==> src/rtl/fifo_push_arbiter.sv <==
// fifo_push_arbiter: round-robin push-port sharing for one FIFO with optional burst locking and source-id tagging
module fifo_push_arbiter #(
  parameter int N_REQ = 4,
  parameter int DATA_WIDTH = 8,
  parameter int MAX_BURST = 4,
  localparam int ID_W = N_REQ > 1 ? $clog2(N_REQ) : 1
) (
  input  logic                        clk,
  input  logic                        rst,
  input  logic [N_REQ-1:0]            req_valid,
  input  logic [N_REQ-1:0]            req_last,
  input  logic [N_REQ*DATA_WIDTH-1:0] req_data,
  output logic [N_REQ-1:0]            req_ready,
  input  logic                        fifo_full,
  output logic                        fifo_push,
  output logic [ID_W+DATA_WIDTH-1:0]  fifo_data,
  output logic [ID_W-1:0]             grant_id,
  output logic                        locked
);
  localparam int CW = $clog2(MAX_BURST) + 1;
  typedef enum logic {IDLE, LOCKED} state_t;
  state_t state;
  logic [ID_W-1:0] rr_ptr, owner, win, idx, nxt;
  logic [CW-1:0] beat_cnt;
  logic [DATA_WIDTH-1:0] pay [N_REQ];
  logic idle, any, last_w;
  for (genvar i = 0; i < N_REQ; i++) begin : g_pay
    assign pay[i] = req_data[i*DATA_WIDTH +: DATA_WIDTH];
  end
  // descending scan so the candidate closest to rr_ptr is written last and wins
  always_comb begin
    win = '0;
    idx = '0;
    for (int k = N_REQ - 1; k >= 0; k--) begin
      idx = ID_W'((int'(rr_ptr) + k) % N_REQ);
      win = req_valid[idx] ? idx : win;
    end
  end
  assign idle = state == IDLE;
  assign any = |req_valid;
  assign grant_id = idle ? win : owner;
  assign fifo_push = !rst && !fifo_full && (idle ? any : req_valid[owner]);
  assign req_ready = fifo_push ? N_REQ'(1) << grant_id : '0;
  assign fifo_data = {grant_id, pay[grant_id]};
  assign locked = !rst && !idle;
  assign last_w = req_last[grant_id];
  assign nxt = grant_id == ID_W'(N_REQ - 1) ? '0 : grant_id + 1'b1;
  always_ff @(posedge clk) begin
    if (rst) begin
      state <= IDLE;
      rr_ptr <= '0;
      owner <= '0;
      beat_cnt <= '0;
    end else if (fifo_push) begin
      if (idle) begin
        if (!last_w && MAX_BURST > 1) begin
          state <= LOCKED;
          owner <= grant_id;
          beat_cnt <= CW'(1);
        end else rr_ptr <= nxt;
      end else if (last_w || beat_cnt + CW'(1) == CW'(MAX_BURST)) begin
        state <= IDLE;
        rr_ptr <= nxt;
        beat_cnt <= '0;
      end else beat_cnt <= beat_cnt + CW'(1);
    end
  end
endmodule

==> config.mk <==
export PLATFORM = sky130hd
export DESIGN_NAME = fifo_push_arbiter
export DESIGN_NICKNAME = d
export VERILOG_FILES = /design/src/rtl/fifo_push_arbiter.sv
export SDC_FILE = /design/constraint.sdc
export NUM_CORES = 1
export LEC_CHECK = 0
export CAP_MARGIN = 20
export CORE_ASPECT_RATIO = 1.25
export CORE_MARGIN = 2
export CORE_UTILIZATION = 40
export CTS_BUF_LIST = sky130_fd_sc_hd__clkbuf_8
export CTS_CLUSTER_DIAMETER = 80
export DETAILED_ROUTE_END_ITERATION = 7
export GPL_TIMING_DRIVEN = 0
export PLACE_DENSITY = 0.83
export SLEW_MARGIN = 20
export SYNTH_ARGS = -nofsm -noshare
export SYNTH_HDL_FRONTEND = slang
export SYNTH_SLANG_ARGS = --single-unit
==> constraint.sdc <==
create_clock -name clk -period 3.2 [get_ports clk]
set_input_delay 0.64 -clock clk [delete_from_list [all_inputs] [get_ports clk]]
set_output_delay 0.64 -clock clk [all_outputs]
set_load 0.05 [all_outputs]
==> results.sh, run 1 <==
export IMPL_min_from="owner[1]"
export IMPL_critPathTopFamily="buffers and inverters"
export IMPL_cts_tree="built"
export IMPL_arrival_ns=2.41
export IMPL_min_period_ns=3.05
export IMPL_synth_compound_area_share_pct=23.9
export IMPL_via_per_inst=5.36
export IMPL_drive_gt1_share_pct=24.2
export IMPL_rsz0062_at_grt="no"
export IMPL_rows=21
export IMPL_seq_area_frac_synth_pct=14.5
export IMPL_wl_per_cell_um=13.9
export IMPL_drc=0
export IMPL_final_max_slew_viol_count=0
export IMPL_crit_top_cell="dlygate4sd2_1"
export IMPL_crit_reg2reg_launch="rr_ptr[0]"
export IMPL_insertion_delay_ns=0.23
export IMPL_synth_edf_count=0
export IMPL_fin_tns_setup_ns=0
export IMPL_end_kind="primary output"
export IMPL_synth_adder_area_share_pct=6.82
export IMPL_cts_htree_levels=1
export IMPL_r2r_cells=7
export IMPL_dp_hpwl_um=2590
export IMPL_cp_max_fo=7
export IMPL_finalHoldViolCount=0
export IMPL_fmax_mhz=328
export IMPL_diodes=0
export IMPL_async_reset_ff_share_pct=0
export IMPL_worstMarginPinSlew_ns=0.493
export IMPL_ir_worst_vdd_uv=338
export IMPL_clock_skew_ns=0.00470
export IMPL_fin_area_sq_um=1810
export IMPL_pin_count=61
export IMPL_synth_xor_area_share_pct=0
export IMPL_cts_clk_slew_worst_paths_ns=0.04
export IMPL_min_path_cells=2
export IMPL_crit_required_ns=2.56
export IMPL_nets=245
export IMPL_synth_seq_cells=8
export IMPL_syn_area_sq_um=1100
export IMPL_antenna_found_initial=0
export IMPL_setup_viol=0
export IMPL_grt_pass1_wl_um=5420
export IMPL_synthMuxAreaShare_pct=27.6
export IMPL_grt_max_degree=12
export IMPL_synth_fp_nets=174
export IMPL_worstSetupStartpointType="input pin"
export IMPL_clock_root_buffer="clkbuf_8"
export IMPL_grt_pass1_vias=1293
export IMPL_vias=1223
export IMPL_die_x_um=50.9
export IMPL_drt_iter0_drc=27
export IMPL_hold_path_class="reg -> reg"
export IMPL_yosys_area_share_simple_pct=20.9
export IMPL_cellPowerDensity_nw_per_um2=510
export IMPL_cts_sinks=8
export IMPL_coreArea_sq_um=2650
export IMPL_grt_usage_pct=21.8
export IMPL_r2r_end="beat_cnt[1]"
export IMPL_gp_congestion=0.828
export IMPL_maxCapViolCount=0
export IMPL_synth_warnings=0
export IMPL_leakagePower_nw=0.850
export IMPL_io_buffers=60
export IMPL_min_to="owner[1]"
export IMPL_firstDrtPassIters=4
export IMPL_cts_buffers=3
export IMPL_synthFlopType="dfxtp_1"
export IMPL_max_stage_delay_ns=0.52
export IMPL_syn_to_final_growth_pct=64.0
export IMPL_path_buf_inv=3
export IMPL_drtAntennaViolNets=0
export IMPL_wirelength_um=3170
export IMPL_overflow=0
export IMPL_status="complete, no violations"
export IMPL_ctsLongestPathBuffers=2
export IMPL_r2r_setup_slack_ns=0.96
export IMPL_critPathKind="in -> out"
export IMPL_postPlaceCellArea_sq_um=1750
export IMPL_synth_top_family_by_area="multiplexers"
export IMPL_syn_area_per_cell_sq_um=8.81
export IMPL_cp_slowest_cell="dlygate4sd2_1"
export IMPL_start_util_pct=41.5
export IMPL_ys_types=44
export IMPL_max_slew_margin_pct=67.0
export IMPL_die_h_um=62.7
export IMPL_synthCells=125
export IMPL_power_w=0.000920
export IMPL_path_cells="dlygate4sd2_1, nor2b_1, o21a_1, nor3_4, buf_4, dlygate4sd2_1"
export IMPL_dieArea_sq_um=3190
export IMPL_post_route_period_util_pct=95.4
synth_stat cells (all sizes together) (2+ instances only):
master  number  area (sq um)
mux2i       27           270
inv         10          37.5
nor2        10          45.0
dfxtp        8           160
nand2        7          33.8
o21ai        7          38.8
ha           6          75.1
nor2b        6          42.5
and2         4          25.0
buf          4          31.3
a221oi       3          50.1
nor3         3          20.0
a211o        2          17.5
a21boi       2          15.0
a21oi        2          10.0
nand2b       2          12.5
nand3        2          10.0
nor4         2          12.5
o221ai       2          30.0
o22ai        2          12.5
o31a         2          17.5
cells in the final DEF, fill, tap and decap left out, drive strengths merged, types with 5 or more instances in the layout:
cell type and n:
inv 9, nand2 7, mux2i 27, nor2 10, clkdlybuf4s50 39, clkbuf 5, dfxtp 8, dlygate4sd2 5
buf 22, ha 6, nor2b 6, o21ai 7
state kept, by name, indices dropped and copies added, names as in the netlist:
name      cells
beat_cnt      3
owner         2
rr_ptr        2
state         1
area by class of cell:
class,instances,area (sq um)
Buffer,4,40.0
Timing Repair Buffer,66,579
Sequential cell,8,160
Multi-Input combinational cell,103,898
Tap cell,34,42.5
Clock buffer,3,41.3
Fill cell,217,848
Inverter,10,43.8
power breakdown:
| group | switching, W | internal (W) |
|---|---|---|
| registers | 0.0000163 | 0.000111 |
| clock network | 0.0000416 | 0.0000817 |
| logic | 0.000410 | 0.000260 |
stage by stage:
stage               worst slack [ns]  instances  hold WS [ns]  util, %
finish                         0.148        228         0.487     68.0
global route                 0.00688        228         0.509     68.0
detailed placement             -1.10        219         0.485     66.1
floorplan                     -0.185        125         0.457        -
CTS                          0.00429        227         0.491     70.0
global placement               -1.04        219         0.476     66.1
timing repair:
| action | CTS | global route |
|---|---|---|
| hold buffers | 0 | 0 |
| pin swaps | 5 | 3 |
| buffers inserted | 5 | 1 |
| gates resized for setup | 65 | 23 |
| setup endpoints to repair | 17 | 14 |
kinds of logic after synthesis:
family / count (synthesis)
AND/OR/NAND/NOR: 40
multiplexers: 29
AO/OA/AOI/OAI: 28
buffers and inverters: 14
flip-flops: 8
adder cells (fa/ha/maj): 6
per-layer routing:
layer / global-route usage [%] / vias up / share of wire, %
met5: 0 / - / 0
met4: 7.09 / 0 / 1.9
met3: 3.83 / 7 / 6.6
met2: 43.7 / 58 / 55
met1: 21.2 / 555 / 37
li1: - / 603 / -
how the worst max path moves through the flow:
stage / startpoint / cells past startpoint / to / slack, ns
6_report: req_valid[0] / 6 / grant_id[1] / 0.15
5_1_grt: req_valid[0] / 8 / req_ready[0] / 0.007
4_1_cts: req_valid[1] / 10 / req_ready[3] / 0.004
3_5_place_dp: req_valid[2] / 10 / req_ready[3] / -1.10
3_3_place_gp: req_valid[2] / 10 / req_ready[3] / -1.04
2_1_floorplan: req_valid[0] / 5 / fifo_data[0] / -0.19
worst register-to-register path, cell delays in order, from the launching register on:
cell       delay, ns
dfxtp_1         0.50
nor2b_2         0.12
a2111oi_4       0.43
buf_4           0.19
o31a_1          0.16
nor2_1          0.08
a221oi_1        0.49
o22ai_1         0.14
(Power assumes the default switching activity.)
==> inputs of run 2 (changes only) <==
--- a/config.mk
+++ b/config.mk
@@ -5,6 +5,7 @@
 export SDC_FILE = /design/constraint.sdc
 export NUM_CORES = 1
 export LEC_CHECK = 0
+export ABC_CLOCK_PERIOD_IN_PS = 3200
 export CAP_MARGIN = 20
 export CORE_ASPECT_RATIO = 1.25
 export CORE_MARGIN = 2
==> results of run 2 <==
No change in the layout: final DEF, timing and power equal those of run 1.
